## src/rtl/round_score_timer.sv

```systemverilog
// round_score_timer: game-round controller with saturating score, 1 Hz countdown
// and IDLE -> PLAYING -> GAME_OVER sequencing; all outputs registered.
module round_score_timer #(
    parameter int TICKS_PER_SEC = 100000000,
    parameter int ROUND_SECONDS = 60,
    parameter int MAX_SCORE     = 99
) (
    input  logic       CLK,
    input  logic       RST_BTN,
    input  logic       start,
    input  logic       catch_pulse,
    output logic [7:0] score,
    output logic [7:0] countdown,
    output logic       game_active,
    output logic       game_over,
    output logic       sec_tick
);
    localparam int PW = (TICKS_PER_SEC > 1) ? $clog2(TICKS_PER_SEC) : 1;
    localparam logic [PW-1:0] PRESC_LAST = PW'(TICKS_PER_SEC - 1);
    localparam logic [7:0] ROUND_LOAD = 8'(ROUND_SECONDS);
    localparam logic [7:0] SCORE_CAP  = 8'(MAX_SCORE);
    typedef enum logic [1:0] {IDLE, PLAYING, GAME_OVER} state_t;
    state_t        state_q, state_d;
    logic [7:0]    score_q, score_d, countdown_q, countdown_d;
    logic [PW-1:0] presc_q, presc_d;
    logic          start_q, sec_tick_q, sec_tick_d;
    logic          game_active_q, game_over_q;
    logic          start_edge, presc_done;
    assign start_edge = start & ~start_q;
    assign presc_done = presc_q == PRESC_LAST;
    always_comb begin
        state_d     = state_q;
        score_d     = score_q;
        countdown_d = countdown_q;
        presc_d     = presc_q;
        sec_tick_d  = 1'b0;
        case (state_q)
            PLAYING: begin
                presc_d     = presc_done ? '0 : presc_q + PW'(1);
                sec_tick_d  = presc_done;
                countdown_d = presc_done ? countdown_q - 8'd1 : countdown_q;
                state_d     = (presc_done && countdown_q == 8'd1) ? GAME_OVER : PLAYING;
                score_d     = (catch_pulse && score_q < SCORE_CAP) ? score_q + 8'd1 : score_q;
            end
            IDLE, GAME_OVER: begin
                if (start_edge) begin
                    state_d     = PLAYING;
                    score_d     = 8'd0;
                    countdown_d = ROUND_LOAD;
                    presc_d     = '0;
                end
            end
            default: state_d = IDLE;
        endcase
    end
    always_ff @(posedge CLK or negedge RST_BTN) begin
        if (!RST_BTN) begin
            state_q       <= IDLE;
            score_q       <= 8'd0;
            countdown_q   <= ROUND_LOAD;
            presc_q       <= '0;
            start_q       <= 1'b0;
            sec_tick_q    <= 1'b0;
            game_active_q <= 1'b0;
            game_over_q   <= 1'b0;
        end else begin
            state_q       <= state_d;
            score_q       <= score_d;
            countdown_q   <= countdown_d;
            presc_q       <= presc_d;
            start_q       <= start;
            sec_tick_q    <= sec_tick_d;
            game_active_q <= state_d == PLAYING;
            game_over_q   <= state_d == GAME_OVER;
        end
    end
    assign score       = score_q;
    assign countdown   = countdown_q;
    assign game_active = game_active_q;
    assign game_over   = game_over_q;
    assign sec_tick    = sec_tick_q;
endmodule
```

## config.mk

```make
export PLATFORM = sky130hd
export DESIGN_NAME = round_score_timer
export DESIGN_NICKNAME = d
export VERILOG_FILES = /design/src/rtl/round_score_timer.sv
export SDC_FILE = /design/constraint.sdc
export NUM_CORES = 1
export LEC_CHECK = 0
export CORE_MARGIN = 3
export CORE_UTILIZATION = 50
export CTS_BUF_LIST = sky130_fd_sc_hd__clkbuf_4
export DETAILED_ROUTE_END_ITERATION = 8
export GPL_TIMING_DRIVEN = 0
export PLACE_DENSITY = 0.8
export RECOVER_POWER = 100
export SYNTH_ARGS = -nofsm -noshare
export SYNTH_HDL_FRONTEND = slang
export SYNTH_SLANG_ARGS = --single-unit
```

## constraint.sdc

```tcl
create_clock -name CLK -period 2.3 [get_ports CLK]
set_input_delay 0.23 -clock CLK [delete_from_list [all_inputs] [get_ports CLK]]
set_output_delay 0.23 -clock CLK [all_outputs]
set_load 0.01 [all_outputs]
```

# ---- Word-level counts from Yosys, hierarchy flattened
# Index checks and enable logic that the tools add are counted.
dict set report totals {
  ff_bits 49
  out_inout_bits 19
  elab_cells 44
  inputBits 4
}
dict set report classes {
  n_addsub 3
  order_cmp 1
  n_eq_ne 9
  mux 13
  reduce_logical 8
  bitwise 2
}
# op n
set op_table {}
lappend op_table {{$mux W27} 2}
lappend op_table {{$pmux W27 S2} 1}
lappend op_table {{$mux W8} 4}
lappend op_table {{$pmux W8 S2} 2}
lappend op_table {{$add A27 B1 Y27 const B} 1}
lappend op_table {{$eq A27 B27 Y1 const B} 1}
lappend op_table {{$add A8 B1 Y8 const B} 1}
lappend op_table {{$eq A8 B1 Y1 const B} 1}
lappend op_table {{$lt A8 B7 Y1 const B} 1}
lappend op_table {{$sub A8 B1 Y8 const B} 1}
lappend op_table {{$ne A2 B2 Y1 const B} 3}
lappend op_table {{$reduce_and A3 Y1} 2}
lappend op_table {{$eq A2 B1 Y1 const B} 2}
lappend op_table {{$eq A2 B2 Y1 const B} 2}
lappend op_table {{$mux W2} 2}
lappend op_table {{$pmux W2 S2} 1}
lappend op_table {{$logic_and A1 B1 Y1} 2}
lappend op_table {{$logic_not A2 Y1} 1}
lappend op_table {{$reduce_and A2 Y1} 1}
lappend op_table {{$reduce_bool A2 Y1} 1}
lappend op_table {{$reduce_or A2 Y1} 1}
lappend op_table {{$and A1 B1 Y1} 1}
lappend op_table {{$mux W1} 1}
lappend op_table {{$not A1 Y1} 1}

# ---- Logic depth before layout (Yosys ltp)
# Gate-level depths: netlist of run 1.
dict set report logic_depth {
  ltp_word 5
  ltp_mapped 8
  ltp_nobuf 6
}

# ---- Worst setup path before layout of run 1
# OpenSTA, ideal clock, no wires.
dict set report synth_timing {
  path_type {register -> register}
  startpoint {register score_q[0] (netlist: score[0])}
  endpoint {register score_q[4] (netlist: score[4])}
  n_path_buf 0
  arrival_ps 1879
  setup_time_ps 132
  setup_slack_ps 289
  synth_period_minus_slack_ps 2011
  required_ps 2168
  path_stages_with_launch 7
  cell_sequence {dfrtp_1 -> ha_1 -> or4_4 -> a311oi_4 -> o2111a_2 -> xnor2_1 -> nor2_1}
}
dict set report synth_between {
  elab_chain_cells 4
  elab_cells_between_ends 7
  classes_between {add/sub (1); order compare (1); eq/ne (1); mux (2); reduce/logical (2)}
}
# element line_no
set synth_lines {}
lappend synth_lines {{from (decl)} 24} ;# logic [7:0] score_q, score_d, countdown_q, countdown_d;
lappend synth_lines {{from (signal assigned)} 68} ;# score_q <= score_d;
lappend synth_lines {{$lt A8 B7 Y1} 43} ;# score_d = (catch_pulse && score_q < SCORE_CAP) ? score_q + 8'd1 : score_q;
lappend synth_lines {{$logic_and A1 B1 Y1} 43}
lappend synth_lines {{$ne A2 B2 Y1 (no line)} --}
lappend synth_lines {{$reduce_and A3 Y1 (no line)} --}
# Several ways; a longest one is shown, not always the timed one. The select of a mux whose other input is x is not followed.
# A chain may end at the register's enable or synchronous reset.

# ---- Worst setup path after layout of run 1
# Ends and elaborated chain as after synthesis.

==> impl_metrics.toml, run 1 <==
[power]
ir_drop_v = 0.000577
powerDensity_nw_per_um2 = 849
p_switching_mw = 0.923
power_frac_comb = 0.283
intPower_mw = 1.64
power_leakage_nw = 1.29
power_switching_share = 0.361
clockPowerShare = 0.200
pwr-share-seq = 0.517

[setup_path]
rr_worst_depth = 6
start_kind = "flip-flop"
worstSetupEndpointType = "flip-flop"
worst_ep_arrival_time_ns = 2.45
required_ns = 2.56
crit_fanout = 7
crit_type = "reg -> reg"
reg2reg_to = "score[4]$_DFFE_PN0P_"
rrSetupSlack_ns = 0.12
crit-reg2reg-launch = "score[0]$_DFFE_PN0P_"

[cts]
cts_setup_buffers = 0
cts.clk_slew.worst_paths_ns = 0.14
insertion_delay_ns = 0.38
cts_sinks = 49
cts_buffers = 5
cts_tree = "yes"
cts_root_buf = "clkbuf_4"
clockBufferDepth = 2
cts_max_level = 2

[logic_synthesis]
yosysMostFrequentCell = "dfrtp_1"
ys_seq_elements = 49
netlist_area_sq_um = 2640
ys.warnings.count = 0
postSynthAreaPerCell_sq_um = 9.59
synth_ff_type = "dfrtp_1"
yosys.area.top_type = "dfrtp_1"
async_flop_share = 1.00
synth_top_area_share = 0.427
synthTopCellsByArea = "dfrtp_1, dfstp_2, nand4_1"
synth.net_count = 283
synth_common_cells = "dfrtp_1, nor2_1, nand2_1"
syn_inst = 275
synth.distinct_cells = 54
seq_area_frac_synth = 0.467
synth_edf_count = 0

[timing]
relSlewSlack = 0.414
finClkSkew_ns = 0.00871
post-route-period-util = 0.950
fmax_mhz = 458
final_max_slew_viol_count = 0
rsz0062_at_grt = "yes"
setup_viol = 0
hold_slack_ns = 0.459
min_period_ns = 2.18
worst_pin_slew_ns = 0.879
finalHoldViolCount = 0

[job]
max_cap_viol_count = 0

[global_routing]
antenna_found_initial = 0
grt.busiest_layer = "met2"
grt_pass1_vias = 2170
grt_pass1_wl_mm = 10.3
met1_usage = 0.294
grt_overflow = 0
grt_max_degree = 34
grtUsageMet3 = 0.0367
gr-usage-all-layers = 0.208
grtUsageMet2 = 0.316

[finish]
drive_gt1_frac = 0.107
syn_to_final_growth_pct = 14.3
fin_util = 0.614
layout.nets = 314
fin_area_sq_um = 3010
fin_cells = 374
diodes = 0

[place]
dp.cells = 365
io_buffers = 22
dpl_cell_area_sq_um = 2960
gp_congestion = 0.853
hpwlAfterDp_mm = 4.16

[routing]
viasPerCell = 5.98
num_vias = 2235
totalWireLength_mm = 5.80
drc = 0
ant_nets = 0
wl_per_cell_um = 15.5
first_pass_iters = 4
drtIter0Drc = 182

[floorplanning]
die_h_um = 78.6
core_area_sq_um = 4910
rows = 25
start_util = 0.537
die_w_um = 78.6
pin_count = 23
die-area_sq_um = 6180

[status]
status = "finished, final reports clean"

[worst_hold_path]
hold_path_class = "in -> async"
==> per-stage QoR <==
stage          worst slack (ns)  total power [mW]  TNS [ns]
6_report                  0.116              2.56         0
5_1_grt                 -0.0584              2.75    -0.436
4_1_cts                   0.150              2.60         0
3_5_place_dp             0.0445              2.09         0
3_3_place_gp             -0.410              2.06    -18.34
2_1_floorplan             0.289              1.78         0
==> cells by family (layout without fill, tap and decap cells) <==
family                   Yosys count  count (layout)  share of synthesized area
AO/OA/AOI/OAI                     62              62                      0.166
multiplexers                       3               3                     0.0114
adder cells (fa/ha/maj)            4               4                     0.0190
flip-flops                        49              49                      0.467
buffers and inverters             19              51                     0.0294
AND/OR/NAND/NOR                  125             125                      0.264
XOR/XNOR                          13              13                     0.0432
==> per-layer routing <==
layer | part of all wire | vias up
met5 | 0 | -
met4 | 0.019 | 0
met3 | 0.052 | 10
met2 | 0.45 | 55
met1 | 0.48 | 1079
li1 | - | 1091
==> power by group through the flow <==
stage               registers (mW)  clock network, mW  logic, mW
floorplan                     1.30                  0      0.480
global placement              1.32                  0      0.737
global route                  1.36              0.559      0.824
detailed placement            1.33                  0      0.756
CTS                           1.32              0.525      0.759
finish                        1.32              0.511      0.725
==> repair_timing <==
action	4_1_cts	5_1_grt
resized for setup	0	2
hold buffers	1	0
hold endpoints to repair	16	0
endpoints found under the setup margin	0	17
==> worst max path at each step <==
stage	start	to	slack, ns	depth (start not counted)
after floorplan	score[0]$_DFFE_PN0P_	score[4]$_DFFE_PN0P_	0.29	6
after global placement	RST_BTN	presc_q[26]$_DFFE_PN0P_	-0.41	1
after detailed placement	start	presc_q[0]$_DFFE_PN0P_	0.04	7
after CTS	state_q[0]$_DFF_PN0_	presc_q[0]$_DFFE_PN0P_	0.15	7
after global routing	presc_q[0]$_DFFE_PN0P_	countdown[1]$_DFFE_PN0P_	-0.06	6
final	score[0]$_DFFE_PN0P_	score[4]$_DFFE_PN0P_	0.12	6
==> cells in the final DEF (no fill, tap or decap), types with 9 or more instances in the layout <==
cell           Yosys  final
a21oi_1           14     14
a31oi_1            9      9
dfrtp_1           45     45
dlygate4sd3_1      0     19
nand2_1           22     22
nand3_1           16     17
nand4_1           16     16
nor2_1            24     24
o21ai_0           13     13
==> critical path, cell delays in order, from the launching register on <==
cell and delay [ns]:
dfrtp_1 0.44, ha_1 0.25, or4_4 0.42, a311oi_2 0.51, o2111a_2 0.27, xnor2_1 0.12
nor2_1 0.05
==> registers in the layout, summed over array words and instances (netlist names) <==
name	cells
presc_q	27
countdown	8
score	8
state_q	2
game_active	1
game_over	1
sec_tick	1
start_q	1
==> final cells by class <==
cell class,count,area [sq um]
inverter,7,26.3
multi-input combinational,207,1310
buffer,12,52.6
tap,67,83.8
clock buffer,6,45.0
sequential,49,1230
clock inverter,2,33.8
fill,428,1900
timing repair buffer,24,229
No activity file was read; power rests on OpenSTA's default activity.
==> run 2, diff against run 1 <==
SLEW_MARGIN = 20   (was unset)
==> impl_metrics.toml, run 2 (synthesis gave the netlist of run 1 again) <==
[timing]
relSlewSlack = 0.362
min_period_ns = 2.16
finalHoldViolCount = 0
finalSetupTns_ns = 0
finalWorstSetupSlack_ns = 0.136
worst_pin_slew_ns = 0.958
final_max_slew_viol_count = 0
fmax_mhz = 462
post-route-period-util = 0.941
hold_slack_ns = 0.493
rsz0062_at_grt = "no"
setup_viol = 0
finClkSkew_ns = 0.0181

[power]
ir_drop_v = 0.000578
power_leakage_nw = 1.29
powerDensity_nw_per_um2 = 850

[floorplanning]
die-area_sq_um = 6180
core_area_sq_um = 4910
rows = 25
start_util = 0.537
pin_count = 23
die_w_um = 78.6
die_h_um = 78.6

[setup_path]
crit-reg2reg-launch = "presc_q[0]$_DFFE_PN0P_"
worst_ep_arrival_time_ns = 2.46
worstSetupEndpointType = "flip-flop"
cpLargestDelayFamily = "compound AO/OA/AOI/OAI gates"
crit_type = "reg -> reg"
critPathLaunch = "presc_q[0]$_DFFE_PN0P_"
crit_fanout = 10
endpoint = "presc_q[20]$_DFFE_PN0P_"
max_stage_delay_ns = 0.45
rrSetupSlack_ns = 0.14
cp.buffers_inverters = 1
cp_cell_sequence = "ha_1, nand3_1, nor2_1, a31oi_2, buf_2, o31ai_1, a31oi_1"
rr_worst_depth = 7
cp.depth = 7
required_ns = 2.60
cp_slowest_cell = "dfrtp_1"
start_kind = "flip-flop"
reg2reg_to = "presc_q[20]$_DFFE_PN0P_"

[finish]
diodes = 0
largest-register = "presc_q"
mostFrequentLayoutCells = "dfrtp_1, nor2_1, nand2_1"
syn_to_final_growth_pct = 15.2
layout.nets = 314
drive_gt1_frac = 0.101
final_common_cell = "dfrtp_1"
largest_register_ffs = 27
fin_cells = 374
fillers = 442

[place]
io_buffers = 22
dp.cells = 365
hpwlAfterDp_mm = 4.15
gp_congestion = 0.853
pre_cts_slack_ns = 0.0156

[cts]
cts_tree = "yes"
cts.clk_slew.worst_paths_ns = 0.14
cts_setup_buffers = 0
insertion_delay_ns = 0.37
cts_sinks = 49
clockBufferDepth = 2
cts_max_level = 2
cts_buffers = 5
cts_root_buf = "clkbuf_4"

[global_routing]
grt_overflow = 0
grt_pass1_vias = 2191
antenna_found_initial = 0
gr-usage-all-layers = 0.209
grt_pass1_wl_mm = 10.4
grt_max_degree = 33

[worst_hold_path]
hold_path_class = "in -> reg"

[routing]
drtIter0Drc = 274
viasPerCell = 6.08
wl_per_cell_um = 16.2
totalWireLength_mm = 6.05
drc = 0
num_vias = 2273
ant_nets = 0
first_pass_iters = 4

[job]
max_cap_viol_count = 0

[status]
status = "finished, final reports clean"
==> run 2: power by group <==
part,internal [mW],total [mW],switching [mW]
Clock,0.239,0.514,0.275
Combinational,0.337,0.743,0.406
Sequential,1.06,1.33,0.267
==> run 2: worst min path at each step <==
stage / start / to / depth (start not counted)
floorplan: RST_BTN / countdown[0]$_DFFE_PN0P_ / 0
global placement: presc_q[26]$_DFFE_PN0P_ / presc_q[26]$_DFFE_PN0P_ / 1
detailed placement: RST_BTN / score[3]$_DFFE_PN0P_ / 1
CTS: RST_BTN / score[3]$_DFFE_PN0P_ / 2
global route: start / start_q$_DFF_PN0_ / 1
finish: start / start_q$_DFF_PN0_ / 1
==> run 2: area by class of cell <==
class,instances,area (sq um),area share
multi-input cells,207,1340,0.440
flip-flops and latches,49,1230,0.405
repair buffers,24,229,0.0754
well taps,67,83.8,0.0276
plain buffers,12,52.6,0.0173
clock buffers,6,45.0,0.0148
clock inverters,2,33.8,0.0111
inverters,7,26.3,0.00865
==> run 2: per-stage QoR <==
stage | cell area, sq um | power [mW] | util
CTS | 3040 | 2.61 | 0.620
global route | 3040 | 2.75 | 0.619
finish | 3040 | 2.58 | 0.619
global placement | 2940 | 2.06 | 0.599
detailed placement | 2960 | 2.09 | 0.602
floorplan | 2640 | 1.78 | -
==> run 2: layer usage <==
metal | share of wire | GRT usage
met3 | 0.042 | 0.0413
met4 | 0.012 | 0.0647
met5 | 0 | 0
met1 | 0.47 | 0.291
met2 | 0.48 | 0.329
==> run 2: what timing repair did <==
item                                    in CTS  in global routing
endpoints found under the setup margin       0                 14
hold endpoints to repair                    17                  0
gates resized for setup                      0                  4
hold buffers                                 1                  0
==> run 2: worst register-to-register path, stage by stage (launching register included) <==
cell	delay [ns]
dfrtp_1	0.45
ha_1	0.27
nand3_1	0.21
nor2_1	0.14
a31oi_2	0.44
buf_2	0.33
o31ai_1	0.11
a31oi_1	0.17
==> run 3, diff against run 2 <==
PLACE_DENSITY = 0.78   (was 0.8)
==> impl_metrics.toml, run 3 (synthesis gave the netlist of run 1 again) <==
[status]
status = "finished, final reports clean"

[setup_path]
start_kind = "flip-flop"
crit-reg2reg-launch = "score[0]$_DFFE_PN0P_"
rrSetupSlack_ns = 0.11
crit_fanout = 7
worst_ep_arrival_time_ns = 2.45
reg2reg_to = "score[4]$_DFFE_PN0P_"
rr_worst_depth = 6
required_ns = 2.57
worstSetupEndpointType = "flip-flop"
cp_cell_sequence = "ha_1, or4_4, a311oi_2, o2111a_2, xnor2_1, nor2_1"
crit_type = "reg -> reg"
cp_slowest_cell = "a311oi_2"
max_stage_delay_ns = 0.50

[cts]
cts_max_level = 2
cts_root_buf = "clkbuf_4"
cts.clk_slew.worst_paths_ns = 0.15
cts_setup_buffers = 0
cts_sinks = 49
cts_buffers = 5
cts_tree = "yes"
clockBufferDepth = 2
insertion_delay_ns = 0.38

[timing]
finalSetupTns_ns = 0
relSlewSlack = 0.103
post-route-period-util = 0.951
rsz0062_at_grt = "yes"
finClkSkew_ns = 0.00849
finalHoldViolCount = 0
min_period_ns = 2.19
worst_pin_slew_ns = 1.35
setup_viol = 0
fmax_mhz = 457
finalWorstSetupSlack_ns = 0.113
final_max_slew_viol_count = 0

[worst_hold_path]
hold_end = "start_q$_DFF_PN0_"
hold_start = "start"
hold_path_class = "in -> reg"
holdPathStages = 1

[routing]
ant_nets = 0
viasPerCell = 6.00
wl_per_cell_um = 15.9
drc = 0
num_vias = 2245
drtIter0Drc = 148
totalWireLength_mm = 5.93
first_pass_iters = 4

[place]
pre_cts_slack_ns = -0.00522
dpl_cell_area_sq_um = 2960
gp_congestion = 0.879
io_buffers = 22
hpwlAfterDp_mm = 4.23

[global_routing]
grt_pass1_vias = 2216
grt_pass1_wl_mm = 10.3
grt_overflow = 0
gr-usage-all-layers = 0.211
antenna_found_initial = 0
grt_max_degree = 27

[floorplanning]
die-area_sq_um = 6180
core_area_sq_um = 4910
die_w_um = 78.6
start_util = 0.537
rows = 25
pin_count = 23
die_h_um = 78.6

[finish]
fin_area_sq_um = 2990
largest_register_ffs = 27
syn_to_final_growth_pct = 13.6
drive_gt1_frac = 0.0977
final_common_cell = "dfrtp_1"
fin_util = 0.610
layout.nets = 314
fillers = 431
diodes = 0
mostFrequentLayoutCells = "dfrtp_1, nor2_1, nand2_1"
largest-register = "presc_q"

[power]
power_leakage_nw = 1.27
powerDensity_nw_per_um2 = 824
ir_drop_v = 0.000546
power.total_mw = 2.47

[job]
max_cap_viol_count = 0
## run 3: stage by stage
step,std cells,hold slack [ns]
after global placement,364,0.476
after global routing,374,0.468
after floorplan,275,-0.0656
after detailed placement,365,0.257
final,374,0.477
after CTS,374,0.345
## run 3: worst max path at each step
| stage | start | endpoint | depth (start not counted) |
|---|---|---|---|
| finish | score[0]$_DFFE_PN0P_ | score[4]$_DFFE_PN0P_ | 6 |
| global route | presc_q[0]$_DFFE_PN0P_ | state_q[1]$_DFF_PN0_ | 6 |
| CTS | state_q[0]$_DFF_PN0_ | presc_q[6]$_DFFE_PN0P_ | 7 |
| detailed placement | start | presc_q[6]$_DFFE_PN0P_ | 7 |
| global placement | RST_BTN | presc_q[26]$_DFFE_PN0P_ | 1 |
| floorplan | score[0]$_DFFE_PN0P_ | score[4]$_DFFE_PN0P_ | 6 |
## run 3: what timing repair did
item | in CTS | in global routing
hold buffers | 1 | 0
gates resized for setup | 0 | 2
endpoints found under the hold margin | 23 | 0
endpoints found under the setup margin | 0 | 19
## run 3: report_power, final
| part | switching [mW] | internal [mW] |
|---|---|---|
| registers | 0.262 | 1.06 |
| clock network | 0.287 | 0.132 |
| logic | 0.389 | 0.339 |
## run 3: area by class of cell
type                            instances  area, sq um  share of cell area
Timing Repair Buffer                   24          229              0.0765
Multi-Input combinational cell        207         1310               0.438
Sequential cell                        49         1230               0.411
Buffer                                 12         52.6              0.0176
Clock inverter                          2         15.0             0.00501
Inverter                                7         26.3             0.00878
Tap cell                               67         83.8              0.0280
Clock buffer                            6         45.0              0.0150
## run 3: worst max-delay path, delay by kind of cell (launching register included)
| kind | cells | cell delay [ns] |
|---|---|---|
| and+or+nand+nor | 2 | 0.47 |
| AOI/OAI and AO/OA | 2 | 0.78 |
| adders and majority gates | 1 | 0.26 |
| xor gates and xnor gates | 1 | 0.12 |
| DFF | 1 | 0.45 |
## run 3: per-layer routing
layer,wire [um],track usage
met3,192,0.0390
met2,2750,0.334
met1,2870,0.288
met5,0,0
met4,118,0.0769
